===== src/rtl/ctrl_pipe_regs.sv =====
// Control-word pipeline registers (ID/EX, EX/MEM, MEM/WB). Also handles load-use stalls
// and flushes for branches/jumps that resolve in MEM.
module ctrl_pipe_regs #(
  parameter int REG_W     = 5,
  parameter int ALUOP_W   = 2,
  parameter bit HAZARD_EN = 1'b1
) (
  input  logic               clk,
  input  logic               rst,
  input  logic               id_regdst,
  input  logic               id_alusrc,
  input  logic               id_memtoreg,
  input  logic               id_regwrite,
  input  logic               id_memread,
  input  logic               id_memwrite,
  input  logic               id_branch,
  input  logic               id_jump,
  input  logic [ALUOP_W-1:0] id_aluop,
  input  logic [REG_W-1:0]   id_rs,
  input  logic [REG_W-1:0]   id_rt,
  input  logic               flush,
  output logic               stall,
  output logic               ex_regdst,
  output logic               ex_alusrc,
  output logic [ALUOP_W-1:0] ex_aluop,
  output logic [REG_W-1:0]   ex_rt,
  output logic               mem_memread,
  output logic               mem_memwrite,
  output logic               mem_branch,
  output logic               mem_jump,
  output logic               wb_memtoreg,
  output logic               wb_regwrite
);

  logic ex_memtoreg, ex_regwrite, ex_memread, ex_memwrite, ex_branch, ex_jump;
  logic mem_memtoreg, mem_regwrite;
  logic hazard;

  // A load whose rt is $0 still counts as a hazard; the extra cycle is the price of not masking it.
  always_comb begin
    hazard = 1'b0;
    if (HAZARD_EN)
      hazard = ex_memread & ((ex_rt == id_rs) | (ex_rt == id_rt));
  end

  assign stall = hazard & ~flush & ~rst;

  always_ff @(posedge clk) begin
    if (rst) begin
      ex_regdst    <= 1'b0;
      ex_alusrc    <= 1'b0;
      ex_aluop     <= '0;
      ex_rt        <= '0;
      ex_memtoreg  <= 1'b0;
      ex_regwrite  <= 1'b0;
      ex_memread   <= 1'b0;
      ex_memwrite  <= 1'b0;
      ex_branch    <= 1'b0;
      ex_jump      <= 1'b0;
      mem_memread  <= 1'b0;
      mem_memwrite <= 1'b0;
      mem_branch   <= 1'b0;
      mem_jump     <= 1'b0;
      mem_memtoreg <= 1'b0;
      mem_regwrite <= 1'b0;
      wb_memtoreg  <= 1'b0;
      wb_regwrite  <= 1'b0;
    end else begin
      // MEM/WB always advances, so the branch causing a flush still retires.
      wb_memtoreg <= mem_memtoreg;
      wb_regwrite <= mem_regwrite;
      if (flush) begin
        mem_memread  <= 1'b0;
        mem_memwrite <= 1'b0;
        mem_branch   <= 1'b0;
        mem_jump     <= 1'b0;
        mem_memtoreg <= 1'b0;
        mem_regwrite <= 1'b0;
      end else begin
        mem_memread  <= ex_memread;
        mem_memwrite <= ex_memwrite;
        mem_branch   <= ex_branch;
        mem_jump     <= ex_jump;
        mem_memtoreg <= ex_memtoreg;
        mem_regwrite <= ex_regwrite;
      end
      if (flush || stall) begin
        ex_regdst   <= 1'b0;
        ex_alusrc   <= 1'b0;
        ex_aluop    <= '0;
        ex_rt       <= '0;
        ex_memtoreg <= 1'b0;
        ex_regwrite <= 1'b0;
        ex_memread  <= 1'b0;
        ex_memwrite <= 1'b0;
        ex_branch   <= 1'b0;
        ex_jump     <= 1'b0;
      end else begin
        ex_regdst   <= id_regdst;
        ex_alusrc   <= id_alusrc;
        ex_aluop    <= id_aluop;
        ex_rt       <= id_rt;
        ex_memtoreg <= id_memtoreg;
        ex_regwrite <= id_regwrite;
        ex_memread  <= id_memread;
        ex_memwrite <= id_memwrite;
        ex_branch   <= id_branch;
        ex_jump     <= id_jump;
      end
    end
  end

endmodule

===== config.mk =====
export PLATFORM = sky130hd
export DESIGN_NAME = ctrl_pipe_regs
export DESIGN_NICKNAME = d
export VERILOG_FILES = /design/src/rtl/ctrl_pipe_regs.sv
export SDC_FILE = /design/constraint.sdc
export NUM_CORES = 1
export LEC_CHECK = 0
export ABC_AREA = 0
export BUFFER_PORTS_ARGS = -buffer_cell sky130_fd_sc_hd__buf_2
export CORE_MARGIN = 3
export CORE_UTILIZATION = 43
export CTS_CLUSTER_SIZE = 30
export DETAILED_ROUTE_END_ITERATION = 7
export GPL_ROUTABILITY_DRIVEN = 0
export PLACE_DENSITY = 0.8
export SETUP_SLACK_MARGIN = 0.1
export SYNTH_ARGS = -nofsm -noshare
export SYNTH_HDL_FRONTEND = slang
export SYNTH_SLANG_ARGS = --single-unit

===== constraint.sdc =====
create_clock -name clk -period 1.5 [get_ports clk]
set_input_delay 0.3 -clock clk [delete_from_list [all_inputs] [get_ports clk]]
set_output_delay 0.3 -clock clk [all_outputs]
set_load 0.02 [all_outputs]

## Word level (Yosys, flattened, before mapping)

Cells that the tools add are included.

- Equality and inequality tests: 2
- Bitwise logic cells: 6
- Reduce and logical (&&, ||, !) cells: 3

Operator list:

| operator | number |
|---|---|
| equality test 5 bit | 2 |
| OR reduction 2 bit | 2 |
| AND 1 bit | 3 |
| NOT 1 bit | 2 |
| logical OR 1 bit | 1 |
| OR 1 bit | 1 |

- Bits in registers: 23
- Input bits: 23
- Output and inout bits: 16
- Word-level logic and storage cells: 29

## Depth between registers and ports, before layout

Gate-level depths: netlist of run 1.

- Word-level depth: 7
- Mapped depth: 5
- Mapped depth without buffers: 4

## Worst setup path before layout of run 1

OpenSTA, ideal clock, no wires.

- Kind: register to output
- Start: reg ex_rt[0]
- End: out stall
- Arrival: 1.134 ns
- Required time: 1.200 ns
- Setup slack: 0.066 ns
- Cell stages (with the launch flop): 5
- Path buffers: 0
- Path through: dfxtp_1 -> xnor2_1 -> nand3_2 -> o22ai_1 -> and2_1

- Longest elaborated chain between the ends: 5
- Elaborated cells between the ends (all ways): 6
- Those cells by class: eq/ne: 2; bitwise: 4

RTL lines:

| element | RTL line | source |
|---|---|---|
| start, declared | 26 | `output logic [REG_W-1:0] ex_rt,` |
| start signal, assigned | 102 | `ex_rt <= id_rt;` |
| equality test 5 bit | 43 | `hazard = ex_memread & ((ex_rt == id_rs) \| (ex_rt == id_rt));` |
| OR 1 bit (*) | 43 |  |
| AND 1 bit (*) | 43 |  |
| AND 1 bit (*) (2 in a row) | 46 | `assign stall = hazard & ~flush & ~rst;` |
| end, declared | 22 | `output logic stall,` |

Every way passes the cells marked *; elsewhere a longest branch is shown, timed or not.

## Worst setup path in the final report of run 1

- Start: reg ex_rt[1]
- End: out stall

The elaborated chain is that of the path after synthesis.

==> results.py, run 1 <==
metrics = {
    "setup_path": {
        "cp-startpoint": "ex_rt[1]",
        "cp.required_ns": 1.20,
        "worst_path_max_delay_cell": "dfxtp_4",
        "r2r-start": "ex_rt[3]",
        "critPathKind": "reg -> out",
        "critical_path.cell_chain": "xnor2_2 -> nand3_2 -> o22ai_1 -> and2_1 -> buf_6",
        "cp.arrival_ns": 1.36,
        "cp-start-kind": "flip-flop",
        "worstPathMaxFanout": 3,
        "crit_family": "flip-flops",
        "crit_path_end_kind": "output port",
        "max_stage_delay_ns": 0.38,
        "critPathBufInv": 1,
    },
    "placed_design": {
        "portBuffers": 38,
        "hpwlAfterDp_mm": 1.26,
        "dpl.cell_count": 144,
    },
    "detailed_routing": {
        "vias": 678,
        "vias_per_cell": 4.49,
        "wl_per_cell_um": 11.2,
        "first_iter_violations": 8,
        "drt_pass1_iterations": 3,
        "drc_errors": 0,
        "wl_mm": 1.69,
        "ant_nets": 0,
    },
    "global_route": {
        "antenna_found_initial": 0,
        "grt_max_degree": 21,
        "grt_usage": 0.152,
        "globalRouteOverflowTotal": 0,
        "grt_pass1_wl_mm": 2.88,
        "grt_pass1_vias": 681,
    },
    "timing": {
        "layout_setup_ws_ns": -0.158,
        "tightest_slew_ns": 0.209,
        "whs_ns": 0.180,
        "hold_violations": 0,
        "skew_ns": 0.00251,
        "setup_violations": 1,
        "maxSlewViolCount": 0,
        "min_period_over_period": 1.11,
        "rsz0062_at_grt": "yes",
        "period_minus_slack_ns": 1.66,
        "max_slew_margin": 0.860,
        "fmax_ghz": 0.603,
    },
    "final_layout": {
        "diodes": 0,
        "final_common_cell": "buf_2",
        "fin_cells": 151,
        "fin_nets": 151,
        "seq_area_um2": 472,
        "layout_common_cells": "buf_2 (37), dfxtp_1 (18), nand2_1 (17)",
        "multi_input_area_um2": 384,
        "nFillCells": 134,
        "drive_gt1_frac": 0.488,
        "syn_to_final_growth_pct": 44.4,
    },
    "pwr": {
        "power.share.clock": 0.255,
        "switchingPower_uw": 257,
        "power_leakage_uw": 0.000568,
        "ir_worst_vdd_mv": 0.678,
        "power.total_uw": 1060,
        "p_seq_frac": 0.603,
        "p_int_uw": 804,
        "power.density_mw_per_mm2": 921,
        "pwr-share-comb": 0.142,
        "power.share.switching": 0.242,
    },
    "clock_network": {
        "htree_levels": 1,
        "cts_tree": "built",
        "cts_root_buffer": "clkbuf_4",
        "cts_sinks": 23,
        "cts_made_buffers": 3,
        "insertion_delay_ns": 0.30,
        "cts_max_path_buffers": 2,
        "clk_pin_slew_ns": 0.12,
    },
    "status": {
        "violations": "setup timing",
        "status": "finished, violations left",
    },
    "yosys": {
        "synth.ff_latch_count": 23,
        "netlist_area_um2": 798,
        "yosys_warnings": 0,
        "synth_nets": 107,
        "syn_inst": 84,
        "ys_types": 12,
        "synth_sequential_area_ratio": 0.577,
        "syn_avg_cell_area_um2": 9.50,
    },
    "min_path": {
        "hold_path_startpoint": "rst",
        "hold_path.class": "in -> reg",
    },
    "floorplan": {
        "io_pins": 39,
        "core_mm2": 0.00163,
        "die_area_mm2": 0.00241,
        "rows": 14,
        "fp.dieW_um": 49.1,
        "die_y_um": 49.1,
        "initial_utilization": 0.490,
    },
    "job": {
        "drv_cap": 0,
    },
}
path summary, 6_finish.rpt:
kind | end | slack [ns] | cells past startpoint
setup reg to reg | ex_rt[2] | 0.20 | 6
hold reg to reg | mem_jump | 0.44 | 1
setup / recovery | stall | -0.16 | 5
hold / removal | wb_regwrite | 0.18 | 2
power groups by stage:
stage,Sequential (uW),Clock (uW),Combinational [uW]
floorplan,669,0,54.9
global placement,653,0,120
detailed placement,654,0,125
CTS,640,282,142
global route,644,320,165
finish,640,270,151
through the flow:
stage / area (um2) / util / setup TNS, ns / worst slack [ns]
floorplan: 802 / - / 0 / 0.122
global placement: 1010 / 0.621 / 0 / 0.0454
detailed placement: 1010 / 0.621 / 0 / 0.00564
CTS: 1110 / 0.681 / -0.145 / -0.145
global route: 1150 / 0.707 / -0.306 / -0.306
finish: 1150 / 0.707 / -0.158 / -0.158
cell families (layout without fill, tap and decap cells):
logic type,after synthesis,in the layout,share of synthesized area
AOI/OAI and AO/OA,2,2,0.0329
xor gates and xnor gates,10,10,0.110
buffers and inverters,3,46,0.0235
DFF,23,23,0.577
and+or+nand+nor,46,46,0.257
what timing repair did:
| item | 4_1_cts | 5_1_grt |
|---|---|---|
| resized for setup | 13 | 2 |
| hold buffers | 0 | 0 |
| setup endpoints to repair | 1 | 16 |
| gates cloned | 0 | 0 |
| pin swaps | 6 | 3 |
| setup buffers | 1 | 2 |
area by class of cell:
type | instances | area share
clock inverters | 1 | 0.00434
well taps | 24 | 0.0261
flip-flops and latches | 23 | 0.409
multi-input cells | 58 | 0.333
repair buffers | 42 | 0.207
clock buffers | 3 | 0.0195
flip-flops by register name, summed over array words and instances (netlist names):
register / flops
mem_branch: 1
ex_branch: 1
ex_memread: 1
ex_regdst: 1
mem_jump: 1
mem_memread: 1
mem_regwrite: 1
ex_memwrite: 1
wb_regwrite: 1
ex_regwrite: 1
ex_memtoreg: 1
ex_jump: 1
mem_memwrite: 1
ex_alusrc: 1
ex_rt: 5
ex_aluop: 2
wb_memtoreg: 1
mem_memtoreg: 1
metal layers:
layer | vias up | track usage | share of wire
li1 | 346 | - | -
met1 | 305 | 0.171 | 0.38
met2 | 25 | 0.275 | 0.55
met3 | 2 | 0.0367 | 0.066
met4 | 0 | 0.0521 | 0.0095
met5 | - | 0 | 0
worst reg2reg max path: cells and delay by family, from the launching register on:
| family | cells | cell delay [ns] |
|---|---|---|
| XOR/XNOR | 1 | 0.16 |
| AND/OR/NAND/NOR | 2 | 0.17 |
| AO/OA/AOI/OAI | 1 | 0.22 |
| flip-flops | 1 | 0.37 |
| buffers and inverters | 2 | 0.29 |
synthesized netlist by cell type, drive strengths merged:
cell,number,area share
and2,7,0.055
buf,1,0.014
clkbuf,2,0.0094
dfxtp,23,0.58
nand2,17,0.080
nand3,4,0.031
nor2,16,0.075
nor2b,2,0.016
o22ai,2,0.033
xnor2,10,0.11
(Power assumes the default switching activity.)
==> inputs of run 2 (changes only) <==
CORE_MARGIN = 2   (was 3)
==> run 2 against run 1 <==
Net effect:
- the run still ends with setup timing left
- first-iteration DRC count fell by 38%
- global-route usage is 0.16 points higher
- clock skew is 0.0010 ns lower
- clock-buffer cell count is the same
- worst hold slack worse by 0.012 ns
- maximum frequency shrank 4.3%
- core utilization down 4.6 points
- clock power up 2%
- sequential cell count unchanged
==> results.py, run 2 (synthesized netlist as in run 1, its figures left out) <==
metrics = {
    "floorplan": {
        "die_y_um": 47.1,
        "io_pins": 39,
        "rows": 15,
        "die_area_mm2": 0.00222,
        "core_mm2": 0.00175,
        "fp.dieW_um": 47.1,
        "initial_utilization": 0.457,
    },
    "clock_network": {
        "cts_max_path_buffers": 2,
        "clk_pin_slew_ns": 0.12,
        "cts_root_buffer": "clkbuf_4",
        "cts.hold.buffers_added": 0,
        "cts_tree": "built",
        "cts_sinks": 23,
        "insertion_delay_ns": 0.30,
        "htree_levels": 1,
        "cts_made_buffers": 3,
    },
    "final_layout": {
        "final_common_cell": "buf_2",
        "reg.largest.list": "ex_rt: 5 flops, ex_aluop: 2 flops",
        "largest_reg_flops": 5,
        "drive_gt1_frac": 0.496,
        "fin_nets": 151,
        "syn_to_final_growth_pct": 44.7,
        "layout_common_cells": "buf_2 (37), dfxtp_1 (18), nand2_1 (17)",
        "regMostFlops": "ex_rt",
        "diodes": 0,
        "fin_cells": 152,
        "final_util": 0.662,
    },
    "status": {
        "violations": "setup timing",
        "status": "finished, violations left",
    },
    "setup_path": {
        "critical_path.cell_chain": "xnor2_1 -> nand2_1 -> o22ai_1 -> and2_1 -> buf_4",
        "max_stage_delay_ns": 0.37,
        "cp.arrival_ns": 1.43,
        "cp.required_ns": 1.20,
        "cp-start-kind": "flip-flop",
        "worstPathMaxFanout": 3,
        "critPathKind": "reg -> out",
        "crit_path_end_kind": "output port",
        "worst_path_max_delay_cell": "dfxtp_2",
    },
    "global_route": {
        "grt_pass1_wl_mm": 2.35,
        "grt_pass1_vias": 580,
        "globalRouteOverflowTotal": 0,
        "grt_usage": 0.153,
        "antenna_found_initial": 0,
        "grt_max_degree": 21,
    },
    "timing": {
        "min_period_over_period": 1.16,
        "max_slew_margin": 0.824,
        "maxSlewViolCount": 0,
        "period_minus_slack_ns": 1.73,
        "skew_ns": 0.00148,
        "fmax_ghz": 0.577,
        "setup_violations": 1,
        "layout_setup_ws_ns": -0.233,
        "hold_violations": 0,
        "rsz0062_at_grt": "yes",
        "tightest_slew_ns": 0.263,
        "tns_ns": -0.233,
    },
    "detailed_routing": {
        "wl_per_cell_um": 11.0,
        "wl_mm": 1.67,
        "first_iter_violations": 5,
        "drt_pass1_iterations": 3,
        "vias_per_cell": 4.36,
        "vias": 662,
        "ant_nets": 0,
        "drc_errors": 0,
    },
    "pwr": {
        "power.share.switching": 0.247,
        "p_int_uw": 806,
        "power_leakage_uw": 0.000571,
        "power.density_mw_per_mm2": 927,
        "ir_worst_vdd_mv": 0.679,
        "pwr-share-comb": 0.142,
        "p_seq_frac": 0.600,
        "power.share.clock": 0.258,
        "switchingPower_uw": 265,
    },
    "placed_design": {
        "pre_cts_slack_ns": -0.0153,
        "portBuffers": 38,
        "hpwlAfterDp_mm": 1.16,
        "dpl.cell_count": 145,
    },
    "job": {
        "drv_cap": 0,
    },
    "min_path": {
        "hold_path.class": "in -> reg",
    },
}
==> run 2: cell counts in the layout (fill, tap and decap cells not counted) <==
Identical to the previous run, type by type.
==> run 2: stage by stage <==
stage	total power [uW]	area [um2]	hold WS [ns]
2_1_floorplan	724	802	0.372
3_5_place_dp	779	1010	0.418
4_1_cts	1060	1100	0.159
3_3_place_gp	773	1010	0.409
5_1_grt	1120	1150	0.148
6_report	1070	1150	0.168
==> run 2: worst max-delay path, delay by kind of cell (launching register included) <==
kind	cells	cell delay, ns
flip-flops	1	0.37
AND/OR/NAND/NOR	2	0.24
AO/OA/AOI/OAI	1	0.15
XOR/XNOR	1	0.24
buffers and inverters	1	0.13
==> run 2: path summary, 6_finish.rpt <==
check | startpoint | to | slack (ns) | depth (start not counted)
worst max-delay path | ex_rt[2] | stall | -0.23 | 5
worst min register to register | ex_branch | mem_branch | 0.44 | 1
worst min-delay path | rst | wb_memtoreg | 0.17 | 2
worst max register to register | ex_rt[0] | ex_rt[2] | 0.22 | 6
==> run 2: cell type report <==
type | instances | area (um2)
fillers | 151 | 591
multi-input cells | 58 | 392
well taps | 25 | 31.3
flip-flops and latches | 23 | 469
repair buffers | 42 | 235
clock inverters | 1 | 5.00
clock buffers | 3 | 22.5
==> run 2: layer usage <==
| metal | vias up | global-route usage | wire, um |
|---|---|---|---|
| met2 | 21 | 0.285 | 970 |
| li1 | 345 | - | - |
| met3 | 2 | 0.0231 | 53 |
| met5 | - | 0 | 0 |
| met1 | 294 | 0.171 | 636 |
| met4 | 0 | 0.0667 | 12 |
==> run 2: power groups by stage <==
| stage | registers [uW] | clock network, uW | logic, uW |
|---|---|---|---|
| CTS | 641 | 283 | 138 |
| global placement | 653 | 0 | 120 |
| floorplan | 669 | 0 | 54.9 |
| finish | 642 | 276 | 152 |
| detailed placement | 654 | 0 | 124 |
| global route | 645 | 313 | 166 |
==> run 2: timing repair <==
action,CTS,global route
gates resized for setup,9,5
pin swaps,2,4
setup endpoints to repair,1,16
setup buffers,1,2
endpoints found under the hold margin,0,0
gates cloned,0,0
==> inputs of run 3 (changes only) <==
REMOVE_ABC_BUFFERS = 1   (was default)
==> run 3 against run 2 <==
Net effect:
- the run still ends with setup timing left
- setup slack gained 0.071 ns
- die area did not move
- sequential share of layout area rose by 0.36 points
- clock power up 3%
- non-clock buffer count rose by 1
- final cell count rose by 0.66%
- sequential power barely moved
- largest power group unchanged
- highest routed layer unchanged
==> results.py, run 3 (synthesized netlist as in run 1, its figures left out) <==
metrics = {
    "status": {
        "status": "finished, violations left",
        "violations": "setup timing",
    },
    "floorplan": {
        "io_pins": 39,
        "initial_utilization": 0.457,
        "rows": 15,
        "die_y_um": 47.1,
        "fp.dieW_um": 47.1,
        "die_area_mm2": 0.00222,
        "core_mm2": 0.00175,
    },
    "global_route": {
        "grt_usage": 0.155,
        "grt_max_degree": 21,
        "antenna_found_initial": 0,
        "globalRouteOverflowTotal": 0,
        "grt_pass1_wl_mm": 2.37,
        "grt_pass1_vias": 596,
    },
    "placed_design": {
        "hpwlAfterDp_mm": 1.12,
        "detailed_place.area_mm2": 0.00103,
        "pre_cts_slack_ns": 0.0236,
        "portBuffers": 38,
    },
    "min_path": {
        "hold_path.class": "in -> reg",
        "hold_path_startpoint": "rst",
    },
    "final_layout": {
        "final_cell_area_mm2": 0.00114,
        "final_util": 0.656,
        "diodes": 0,
        "reg.largest.list": "ex_rt: 5 flops, ex_aluop: 2 flops",
        "largest_reg_flops": 5,
        "drive_gt1_frac": 0.477,
        "fin_nets": 152,
        "syn_to_final_growth_pct": 43.4,
        "regMostFlops": "ex_rt",
        "final_common_cell": "buf_2",
        "layout_common_cells": "buf_2 (37), dfxtp_1 (18), nand2_1 (17)",
    },
    "clock_network": {
        "cts.hold.buffers_added": 0,
        "htree_levels": 1,
        "clk_pin_slew_ns": 0.13,
        "cts_tree": "built",
        "cts_made_buffers": 3,
        "insertion_delay_ns": 0.31,
        "cts_max_path_buffers": 2,
        "cts_root_buffer": "clkbuf_4",
        "cts_sinks": 23,
    },
    "setup_path": {
        "r2r-start": "ex_rt[1]",
        "cp-start-kind": "flip-flop",
        "max_stage_delay_ns": 0.40,
        "worstPathMaxFanout": 3,
        "critical_path.cell_chain": "xnor2_4 -> nand3_2 -> o22ai_1 -> and2_1 -> buf_6",
        "cp.arrival_ns": 1.36,
        "worst_path_max_delay_cell": "dfxtp_4",
        "crit_path_end_kind": "output port",
        "cp-startpoint": "ex_rt[1]",
        "cp.required_ns": 1.20,
        "critPathKind": "reg -> out",
    },
    "timing": {
        "whs_ns": 0.153,
        "layout_setup_ws_ns": -0.162,
        "rsz0062_at_grt": "yes",
        "min_period_over_period": 1.11,
        "setup_violations": 1,
        "max_slew_margin": 0.867,
        "period_minus_slack_ns": 1.66,
        "fmax_ghz": 0.602,
        "tightest_slew_ns": 0.199,
        "hold_violations": 0,
        "maxSlewViolCount": 0,
        "skew_ns": 0.00711,
    },
    "detailed_routing": {
        "vias_per_cell": 4.40,
        "wl_per_cell_um": 10.5,
        "drt_pass1_iterations": 2,
        "ant_nets": 0,
        "drc_errors": 0,
        "first_iter_violations": 1,
        "wl_mm": 1.60,
        "vias": 673,
    },
    "pwr": {
        "power_leakage_uw": 0.000566,
        "ir_worst_vdd_mv": 0.616,
        "power.total_uw": 1080,
        "power.density_mw_per_mm2": 940,
    },
    "job": {
        "drv_cap": 0,
    },
}
[run 3: cell types whose count changed in the layout (fill, tap and decap cells not counted)]
cell | before | now
buf_4 | 4 | 5
xnor2_1 | 1 | 3
buf_12 | 1 | 0
buf_6 | 0 | 1
xnor2_2 | 9 | 6
nand3_1 | 2 | 3
xnor2_4 | 0 | 1
nand3_2 | 2 | 1
[run 3: area by class of cell]
type	count	area, um2
flip-flops and latches	23	469
clock inverters	1	5.00
repair buffers	43	234
well taps	25	31.3
multi-input cells	58	383
fillers	167	601
clock buffers	3	22.5
[run 3: what timing repair did]
item / 4_1_cts / 5_1_grt
gates resized for setup: 11 / 5
buffers inserted: 1 / 0
pin swaps: 4 / 3
endpoints found under the setup margin: 1 / 1
endpoints found under the hold margin: 0 / 0
[run 3: critical path: cells and delay by family, from the launching register on]
kind	cells	cell delay, ns
and+or+nand+nor	2	0.26
DFF	1	0.40
buffers and inverters	1	0.12
xor gates and xnor gates	1	0.14
AOI/OAI and AO/OA	1	0.15
[run 3: final timing paths]
check                 to  slack (ns)  depth (start not counted)
max                stall       -0.16                          5
min          wb_regwrite        0.15                          2
max reg2reg  ex_regwrite        0.22                          6
min reg2reg  wb_regwrite        0.44                          1
[run 3: power breakdown]
| group | total, uW | internal, uW | switching (uW) |
|---|---|---|---|
| Sequential | 642 | 630 | 11.5 |
| Clock | 285 | 99.5 | 186 |
| Combinational | 148 | 75.6 | 72.6 |
| Total | 1080 | 805 | 270 |
[run 3: metal layers]
metal,up-vias,share of wire,GRT usage
met5,-,0,0
met4,0,0.019,0.0833
met3,4,0.048,0.0346
met2,24,0.51,0.263
met1,298,0.42,0.182
li1,347,-,-
[run 3: stage by stage]
stage               instances  TNS [ns]
global route              153    -0.238
global placement          148         0
finish                    153    -0.162
CTS                       153    -0.158
detailed placement        148         0
floorplan                  81    -0.163
